File: src/rtl/stack_cpu_core.sv
// stack_cpu_core: multicycle control and datapath for an 8-bit stack machine.
// Every instruction is fetched from the unified 32x8 memory in FETCH and
// executed in EXEC. Execution uses an internal operand stack of DEPTH entries.
// A stack overflow or underflow halts the core until reset.
//
// Ports:
//   clk          rising-edge clock
//   rst_n        asynchronous active-low reset
//   run_i        level start request, sampled only in IDLE
//   mem_addr_o   memory address
//   mem_write_o  memory write enable (memory writes on posedge clk)
//   mem_read_o   memory read enable
//   mem_wdata_o  memory write data (0 unless writing)
//   mem_rdata_i  combinational memory read data
//   pc_o         program counter
//   tos_o        top of stack (0 when empty)
//   sp_count_o   number of valid stack entries
//   instr_done_o pulse in the EXEC cycle of an instruction that completes
//   stack_err_o  sticky overflow/underflow flag
//   halted_o     high in HALT
module stack_cpu_core #(
    parameter int unsigned DEPTH = 8,
    parameter int unsigned SPW   = 4
) (
    input  logic           clk,
    input  logic           rst_n,
    input  logic           run_i,
    output logic [4:0]     mem_addr_o,
    output logic           mem_write_o,
    output logic           mem_read_o,
    output logic [7:0]     mem_wdata_o,
    input  logic [7:0]     mem_rdata_i,
    output logic [4:0]     pc_o,
    output logic [7:0]     tos_o,
    output logic [SPW-1:0] sp_count_o,
    output logic           instr_done_o,
    output logic           stack_err_o,
    output logic           halted_o
);

    localparam int unsigned IdxW = (DEPTH > 1) ? $clog2(DEPTH) : 1;

    localparam logic [2:0] OpAdd  = 3'd0;
    localparam logic [2:0] OpSub  = 3'd1;
    localparam logic [2:0] OpAnd  = 3'd2;
    localparam logic [2:0] OpNot  = 3'd3;
    localparam logic [2:0] OpPush = 3'd4;
    localparam logic [2:0] OpPop  = 3'd5;
    localparam logic [2:0] OpJmp  = 3'd6;
    localparam logic [2:0] OpJz   = 3'd7;

    typedef enum logic [1:0] {StIdle, StFetch, StExec, StHalt} state_e;

    state_e         state_q, state_d;
    logic [4:0]     pc_q, pc_d;
    logic [7:0]     ir_q, ir_d;
    logic [SPW-1:0] sp_q, sp_d;
    logic           err_q, err_d;

    logic [7:0]     stk_q [DEPTH];
    logic           stk_we;
    logic [IdxW-1:0] stk_widx;
    logic [7:0]     stk_wdata;

    logic [2:0]      op;
    logic [4:0]      addr;
    logic [IdxW-1:0] top_idx, nxt_idx, push_idx;
    logic [7:0]      top_val, nxt_val, alu_res;
    logic            exec_err;

    assign op   = ir_q[7:5];
    assign addr = ir_q[4:0];

    // Entry k holds the (k+1)-th oldest operand; the top lives at sp-1.
    assign top_idx  = IdxW'(sp_q - SPW'(1));
    assign nxt_idx  = IdxW'(sp_q - SPW'(2));
    assign push_idx = IdxW'(sp_q);
    assign top_val  = (sp_q == '0) ? 8'h00 : stk_q[top_idx];
    assign nxt_val  = stk_q[nxt_idx];

    // B is the older operand, A the newest: result = B op A.
    always_comb begin
        alu_res = 8'h00;
        unique case (op)
            OpAdd:   alu_res = nxt_val + top_val;
            OpSub:   alu_res = nxt_val - top_val;
            OpAnd:   alu_res = nxt_val & top_val;
            default: alu_res = 8'h00;
        endcase
    end

    always_comb begin
        exec_err = 1'b0;
        unique case (op)
            OpAdd, OpSub, OpAnd:  exec_err = (sp_q < SPW'(2));
            OpNot, OpPop, OpJz:   exec_err = (sp_q == '0);
            OpPush:               exec_err = (sp_q == SPW'(DEPTH));
            default:              exec_err = 1'b0;
        endcase
    end

    always_comb begin
        state_d      = state_q;
        pc_d         = pc_q;
        ir_d         = ir_q;
        sp_d         = sp_q;
        err_d        = err_q;
        mem_addr_o   = 5'd0;
        mem_write_o  = 1'b0;
        mem_read_o   = 1'b0;
        mem_wdata_o  = 8'h00;
        instr_done_o = 1'b0;
        stk_we       = 1'b0;
        stk_widx     = '0;
        stk_wdata    = 8'h00;

        unique case (state_q)
            StIdle: begin
                if (run_i) state_d = StFetch;
            end
            StFetch: begin
                mem_read_o = 1'b1;
                mem_addr_o = pc_q;
                ir_d       = mem_rdata_i;
                pc_d       = pc_q + 5'd1;
                state_d    = StExec;
            end
            StExec: begin
                if (exec_err) begin
                    // Faulting instruction has no side effects besides the flag.
                    err_d   = 1'b1;
                    state_d = StHalt;
                end else begin
                    instr_done_o = 1'b1;
                    state_d      = StFetch;
                    unique case (op)
                        OpPush: begin
                            mem_read_o = 1'b1;
                            mem_addr_o = addr;
                            stk_we     = 1'b1;
                            stk_widx   = push_idx;
                            stk_wdata  = mem_rdata_i;
                            sp_d       = sp_q + SPW'(1);
                        end
                        OpPop: begin
                            mem_write_o = 1'b1;
                            mem_addr_o  = addr;
                            mem_wdata_o = top_val;
                            sp_d        = sp_q - SPW'(1);
                        end
                        OpAdd, OpSub, OpAnd: begin
                            stk_we    = 1'b1;
                            stk_widx  = nxt_idx;
                            stk_wdata = alu_res;
                            sp_d      = sp_q - SPW'(1);
                        end
                        OpNot: begin
                            stk_we    = 1'b1;
                            stk_widx  = top_idx;
                            stk_wdata = ~top_val;
                        end
                        OpJmp: pc_d = addr;
                        OpJz: begin
                            if (top_val == 8'h00) pc_d = addr;
                        end
                        default: ;
                    endcase
                end
            end
            StHalt: state_d = StHalt;
            default: state_d = StIdle;
        endcase
    end

    always_ff @(posedge clk or negedge rst_n) begin
        if (!rst_n) begin
            state_q <= StIdle;
            pc_q    <= 5'd0;
            ir_q    <= 8'h00;
            sp_q    <= '0;
            err_q   <= 1'b0;
        end else begin
            state_q <= state_d;
            pc_q    <= pc_d;
            ir_q    <= ir_d;
            sp_q    <= sp_d;
            err_q   <= err_d;
        end
    end

    // Stack contents need no reset; only entries below sp are ever observed.
    always_ff @(posedge clk) begin
        if (stk_we) stk_q[stk_widx] <= stk_wdata;
    end

    assign pc_o        = pc_q;
    assign tos_o       = top_val;
    assign sp_count_o  = sp_q;
    assign stack_err_o = err_q;
    assign halted_o    = (state_q == StHalt);

endmodule

File: config.mk
export PLATFORM = sky130hd
export DESIGN_NAME = stack_cpu_core
export DESIGN_NICKNAME = d
export VERILOG_FILES = /design/src/rtl/stack_cpu_core.sv
export SDC_FILE = /design/constraint.sdc
export NUM_CORES = 1
export LEC_CHECK = 0
export BUFFER_PORTS_ARGS = -buffer_cell sky130_fd_sc_hd__buf_4
export CAP_MARGIN = 40
export CORE_MARGIN = 2
export CORE_UTILIZATION = 37
export CTS_CLUSTER_SIZE = 8
export DETAILED_ROUTE_END_ITERATION = 6
export PLACE_DENSITY = 0.65
export SKIP_LAST_GASP = 1
export SLEW_MARGIN = 20
export SYNTH_ARGS = -nofsm -noshare
export SYNTH_HDL_FRONTEND = slang
export SYNTH_SLANG_ARGS = --single-unit
File: constraint.sdc
create_clock -name clk -period 5.15 [get_ports clk]
set_clock_uncertainty 0.2 [all_clocks]
set_input_delay 0.7725 -clock clk [delete_from_list [all_inputs] [get_ports clk]]
set_output_delay 0.7725 -clock clk [all_outputs]
set_load 0.01 [all_outputs]
; Word level (Yosys, flattened, before mapping)
; Memory sizes are Yosys's and may differ from the RTL's.
; Cells that the tools add are included.
[totals]
wordCells = 81
ramBits = 64
out_inout_bits = 35
ff_bits = 20
n_memories = 1
input_bits = 11
[memory_table]
columns = memory, words, word_bits, rd, rd_clocked_by_memory_dff, write_ports, line_no
row1 = stk_q, 8, 8, 2, 0, 1, 60  ; logic [7:0] stk_q [DEPTH];
[op_classes]
bitwise_logic = 3
n_eq_ne = 15
add_sub_neg = 6
order_cmp = 1
n_reduce_logical = 14
mux = 36
[op_table]
columns = operator, count
row1 = 8-bit 2-to-1 mux, 6
row2 = 8-bit case mux with 3 select lines, 2
row3 = 5-bit case mux with 2 select lines, 3
row4 = 5-bit 2-to-1 mux, 4
row5 = "3-bit == test, second input constant", 4
row6 = 1-bit 2-to-1 mux, 12
row7 = 3-bit case mux with 3 select lines, 1
row8 = 8-bit adder, 1
row9 = 8-bit AND, 1
row10 = 8-bit logical NOT, 1
row11 = 8-bit NOT, 1
row12 = 2-bit case mux with 4 select lines, 1
row13 = 4-bit case mux with 2 select lines, 1
row14 = 8-bit subtractor, 1
row15 = "3-bit by 2-bit == test with 1-bit output, second input constant", 2
row16 = 3-bit 2-to-1 mux, 2
row17 = 3-bit OR reduction, 2
row18 = "5-bit by 1-bit adder with 5-bit output, second input constant", 1
row19 = 5-bit OR reduction, 1
row20 = "4-bit by 1-bit adder with 4-bit output, second input constant", 1
row21 = "2-bit == test, second input constant", 2
row22 = "4-bit == test, second input constant", 1
row23 = 4-bit logical NOT, 1
row24 = "4-bit by 2-bit less-than comparator with 1-bit output, second input constant", 1
row25 = 19 further kinds, 22

; Longest topological paths before layout
; Gate-level depths: netlist of run 1.
; An unclocked memory read counts as a cell.
[logic_depth]
depth_word = 8
mapped_depth = 24
ltp_nobuf = 18

; Worst setup path before layout of run 1
; Ideal clock, no wire load.
[synth_timing]
kind = reg-to-reg
start = register sp_q[0] (netlist: sp_count_o[0])
end = memory stk_q[0][7] (data pin)
path_stages_with_launch = 24
arrival_ns = 4.639
setup_ns = 0.303
slack_ns = 0.009
required_ns = 4.647
path_buffers = 6
cell_sequence = dfrtp_1 buf_6 buf_12 buf_2 buf_4 inv_1 ha_1 buf_2 buf_2 mux4_2 mux2_2 nand2_1 ha_1 nand2_1 o21ai_1 inv_1 ha_1 nor2b_1 o21ai_0 a21oi_1 o41ai_1 xnor3_1 nand2_1 a31oi_1
[synth_via]
elab_chain_cells = 8
word_cells_on_any_way = 16
classes_between = add/sub: 4 / order compare: 1 / eq/ne: 1 / mux: 6 / bitwise: 2 / reduce/logical: 1 / memory: 1
[synth_lines]
columns = item, line_no
row1 = "start, declared", 57  ; logic [SPW-1:0] sp_q, sp_d;
row2 = "start signal, assigned", 186  ; sp_q <= sp_d;
row3 = 4-bit by 1-bit subtractor with 4-bit output, n/a
row4 = memory 8 x 8 bit, n/a
row5 = 8-bit 2-to-1 mux, 78  ; assign top_val = (sp_q == '0) ? 8'h00 : stk_q[top_idx];
row6 = 8-bit subtractor (tied with other cells), 86  ; OpSub: alu_res = nxt_val - top_val;
row7 = 8-bit case mux with 3 select lines, 84  ; unique case (op)
row8 = 8-bit case mux with 3 select lines, 136  ; unique case (op)
row9 = 8-bit 2-to-1 mux (*), 129  ; if (exec_err) begin
row10 = 8-bit 2-to-1 mux (*), 117  ; unique case (state_q)
row11 = named net stk_wdata[7], 63  ; logic [7:0] stk_wdata;
row12 = "end, declared", 60
; The timed path passes the listed nets; every way through them passes the cells marked *.

; Worst setup path in the final report of run 1
[layout_timing]
start = register sp_q[1] (netlist: sp_count_o[1])
end = memory stk_q[2][6] (data pin)
; The elaborated chain is that of the path after synthesis.

==> results.md, run 1 <==
* Area contributors post-synth: edfxtp_1 36%, mux4_2 12%, dfrtp_1 9.5%
* Antenna viol nets, final at 0
* Crit path time final at 4680 ps
* Synth Flop Type: edfxtp_1
* Num CTS Buffers at 9
* Clock slew at reported path FFs at 60 ps
* Syn nets at 472
* CTS HTree Levels at 3
* Hold Path Class: primary input to asynchronous set/reset pin
* Yosys cell types at 60
* Placer Congestion at 0.979
* CP max-delay cell: ha_1
* Vias in the first global route at 3736
* Slew headroom at 54.0%
* Outcome: finished clean
* Synthesized instance count at 440
* Crit path cell chain: inv_1 > ha_1 > mux4_2 > mux2_2 > nand2_1 > ha_1 > a21oi_1 > xor2_1 > ha_1 > nor2b_1 > o21ai_0 > a21oi_1 > o21a_1 > o21ai_0 > nand3b_1 > a21oi_1
* Initial antenna violation count at 0
* DRT iter0 DRCs at 371
* Setup TNS at 0 ps
* CP endpoint kind: flip-flop
* Post-synth EDFFs at 64
* R2R setup slack at 470 ps
* Fin area at 0.00606 mm²
* Residual DRC at 0
* # fillers at 1256
* Crit share post-route at 90.8%
* Post-cts resize count at 0
* Crit start category: flip-flop
* Hpwl dp at 9450 µm
* Critical Path RT at 5010 ps
* Synthesized area at 0.00528 mm²
* Total GRT Usage at 18.2%
* Clock latency on the worst-skew pair at 340 ps
* Max Cap Viol at 0
* Drt first pass iters at 6
* Drt wl/cell at 20.2 µm
* Area leader, netlist: edfxtp_1
* CTS tree: built
* IO Pins at 46
* Slowest stage delay, CP at 660 ps
* Total setup buffers inserted after CTS at 0
* Drt total wl at 13300 µm
* Final setup viols at 0
* Placed Cells at 645
* Sink Count at 84
* Synth-to-layout area growth at 14.7%
* Pin count of the biggest net entering global routing at 39
* Tightest Pin Transition at 690 ps
* Die Y at 123 µm
* Fmax at 0.214 GHz
* Top cells by count, synth: 64 x edfxtp_1, 41 x nor2_1, 33 x nand2_1, 27 x mux4_2
* Footprint of the multi-input gates at 0.00264 mm²
* RSZ-0062 raised after global routing: false
* Die Area at 0.0152 mm²
* Worst-path fanout max at 13
* Die X at 123 µm
* Synth warnings at 0
* Vias per cell at 5.79
* First-pass GRT wire length at 20500 µm
* Crit Path Category: flip-flop to flip-flop
* # diodes at 0
* CP arrival at 4540 ps
* Syn avg cell area at 12.0 µm²
* Slew Viols, Final at 0
* Placed Area at 0.00575 mm²
* CTS root buffer: clkbuf_16
* Largest delay contributor family on the critical path: adder cells
* Post-synthesis sequential area ratio at 45.9%
* Vias at 3823
* Nets at 508
* Top-count cell post-synth: edfxtp_1
* FP Rows at 43
* Final Hold Fails at 0
* GRT overflow at 0
* Hold Buf Count CTS at 0
* Worst Path Buf+Inv at 1
* Buffers on Ports at 45
* Core Area at 0.0139 mm²
* Layout Cells excl Fill at 660
* Clock buffer depth at 2
* Starting Density at 37.9%
* Asr flop ratio synth at 23.8%
* Register area at 0.00242 mm²
* Top cell type's share of synthesized area at 36.4%
* Layout cell share with drive strength beyond 1 at 26.0%
* Synthesized flop and latch total at 84
flip-flops by register name, indices dropped and copies added (netlist names):
name and flops:
pc_o 5, stk_q 64, stack_err_o 1, state_q 2, sp_count_o 4, ir_q 8
layer usage:
metal	vias up	routed length (µm)	share of wire, %	GRT usage (%)
li1	1743	-	-	-
met4	0	344	2.6	8.03
met3	25	902	6.8	2.68
met2	170	6470	49	30.0
met1	1885	5590	42	23.8
met5	-	0	0	0
final timing paths:
path / startpoint / end / cells past startpoint
setup / recovery: sp_count_o[1] / stk_q[2][6] / 16
hold / removal: rst_n / sp_count_o[1] / 1
setup reg to reg: sp_count_o[1] / stk_q[2][6] / 16
hold reg to reg: stack_err_o / stack_err_o / 1
max in group asynchronous: rst_n / sp_count_o[0] / 1
min in group clk: stack_err_o / stack_err_o / 1
placed cells by master (no fill, tap or decap), types with 10 or more instances in the layout:
| master | n |
|---|---|
| nor2_1 | 41 |
| a21oi_1 | 19 |
| mux2_2 | 18 |
| o21ai_0 | 14 |
| nand2_1 | 33 |
| mux4_2 | 27 |
| edfxtp_1 | 64 |
| dfrtp_1 | 19 |
| and3_1 | 11 |
| ha_1 | 20 |
| and2_1 | 12 |
| buf_4 | 51 |
| nor3_1 | 10 |
| inv_1 | 17 |
cell families (layout without fill, tap and decap cells):
family                   after synthesis  in the layout  synth area share, %
AO/OA/AOI/OAI                         79             79                 10.2
multiplexers                          54             54                 18.6
XOR/XNOR                              18             18                 3.25
buffers and inverters                 48             88                 4.29
flip-flops                            84             84                 45.9
AND/OR/NAND/NOR                      136            136                 12.7
adder cells (fa/ha/maj)               21             21                 5.12
final cells by class:
class | instances | share of cell area, %
clock buffers | 9 | 3.72
clock inverters | 6 | 1.16
inverters | 21 | 1.30
multi-input cells | 308 | 43.6
flip-flops and latches | 84 | 40.0
well taps | 180 | 3.72
repair buffers | 52 | 6.51
stage by stage:
stage               setup WS, ps  utilization [%]  hold WS (ps)
floorplan                   8.86                -           277
global placement             636             41.3           256
detailed placement           466             41.3           264
CTS                          430             43.4           119
global route                98.7             43.5           131
finish                       473             43.5           118
Power of run 1 is left out: the tool's default activity adds up to more than one toggle a clock period on the data nets, which glitch-free logic cannot reach.
==> run 2, diff against run 1 <==
Settings changed: CORE_UTILIZATION 37 to 40, MAX_ROUTING_LAYER from default to met4, PLACE_DENSITY 0.65 to 0.68.
==> results.md, run 2 (synthesized netlist as in run 1, its figures left out) <==
* Sink Count at 84
* R2R setup slack at 340 ps
* Core Area at 0.0128 mm²
* CTS root buffer: clkbuf_16
* IO Pins at 46
* Antenna viol nets, final at 0
* Pin count of the biggest net entering global routing at 39
* RR Startpoint: sp_count_o[1]
* Crit path time final at 4810 ps
* Clock slew at reported path FFs at 60 ps
* Hpwl dp at 9550 µm
* Total setup buffers inserted after CTS at 0
* FP Rows at 41
* Hold Path Class: primary input to asynchronous set/reset pin
* Synth-to-layout area growth at 14.9%
* CTS tree: built
* Post-cts resize count at 0
* Die Area at 0.0141 mm²
* Final setup viols at 0
* Vias at 3744
* Crit start category: flip-flop
* # fillers at 1119
* Most common cell after layout, fill and taps aside: edfxtp_1
* Placer Congestion at 0.928
* Num CTS Buffers at 9
* Max Cap Viol at 0
* DRT iter0 DRCs at 385
* Total GRT Usage at 20.2%
* Hold Buf Count CTS at 0
* Vias in the first global route at 3746
* Drt first pass iters at 5
* Register with the most flip-flops: stk_q
* Drt total wl at 13100 µm
* R2r endpoint: stk_q[1][7]
* CP endpoint kind: flip-flop
* Fmax at 0.208 GHz
* Most frequent cells in the layout: 64 x edfxtp_1, 53 x buf_4, 41 x nor2_1, 33 x nand2_1, 27 x mux4_2
* Crit share post-route at 93.4%
* Max reg flops at 64
* Reg2Reg Depth at 17
* Initial antenna violation count at 0
* CTS HTree Levels at 3
* Die X at 119 µm
* Clock buffer depth at 2
* Setup TNS at 0 ps
* # diodes at 0
* Crit Path Category: flip-flop to flip-flop
* Residual DRC at 0
* RSZ-0062 raised after global routing: false
* Vias per cell at 5.72
* Drt wl/cell at 20.1 µm
* Layout cell share with drive strength beyond 1 at 25.7%
* Slew Viols, Final at 0
* Buffers on Ports at 45
* Critical Path RT at 5010 ps
* First-pass GRT wire length at 21100 µm
* Final Hold Fails at 0
* Starting Density at 41.3%
* Worst-path fanout max at 12
* Outcome: finished clean
* Slew headroom at 53.6%
* Nets at 509
* CP arrival at 4670 ps
* Die Y at 119 µm
* Tightest Pin Transition at 696 ps
* Clock latency on the worst-skew pair at 360 ps
* GRT overflow at 0
==> run 2: cell types whose count changed in the layout (fill, tap and decap cells not counted), sizes merged <==
| cell | change |
|---|---|
| bufinv | +1 |
| buf | +1 |
| clkbuf | +2 |
| inv | -2 |
| clkinvlp | +1 |
| clkinv | -1 |
==> run 2: metal layers <==
metal | share of wire (%) | global-route usage (%) | vias up | routed length (µm)
li1 | - | - | 1744 | -
met1 | 42 | 24.9 | 1851 | 5560
met2 | 49 | 32.4 | 128 | 6460
met3 | 6.0 | 4.65 | 21 | 793
met4 | 2.4 | 7.81 | 0 | 315
met5 | 0 | - | - | 0
==> run 2: area by class of cell <==
cell class,count,area (µm²),area share (%)
clock buffer,11,233,3.84
clock inverter,5,85.1,1.40
inverter,21,78.8,1.30
multi-input combinational,308,2630,43.4
sequential,84,2420,40.0
tap,172,215,3.55
timing repair buffer,53,398,6.56
==> run 2: through the flow <==
stage | hold slack (ps) | setup WS, ps | utilization [%] | cells | area [µm²]
finish | 91.9 | 339 | 47.5 | 654 | 6070
global route | 112 | 71.3 | 47.5 | 654 | 6070
CTS | 101 | 425 | 47.5 | 654 | 6070
detailed placement | 264 | 451 | 45.0 | 638 | 5750
global placement | 254 | 583 | 45.0 | 638 | 5750
floorplan | 277 | 8.86 | - | 440 | 5280
==> run 2: worst max path at each step <==
stage                             start           to  cells after the start
final                     sp_count_o[1]  stk_q[1][7]                     17
after global routing      sp_count_o[1]  stk_q[1][7]                     18
after CTS                 sp_count_o[1]  stk_q[1][7]                     17
after detailed placement  sp_count_o[1]  stk_q[3][7]                     17
after global placement    sp_count_o[0]  stk_q[2][7]                     16
after floorplan           sp_count_o[0]  stk_q[0][7]                     23
==> run 2: worst max-delay path: stages, from the launching register on <==
cell     delay (ps)
dfrtp_1         350
inv_1           110
ha_1            670
mux4_2          400
mux2_2          270
nand2_1         140
ha_1            260
nand2_1          60
o21ai_1         100
inv_1            70
ha_1            210
nor2b_1         120
o21ai_0         220
a21oi_1         140
o41ai_1         290
xnor3_1         290
nand2_1          50
a31oi_1         550
Power of run 2 is left out for the same reason.
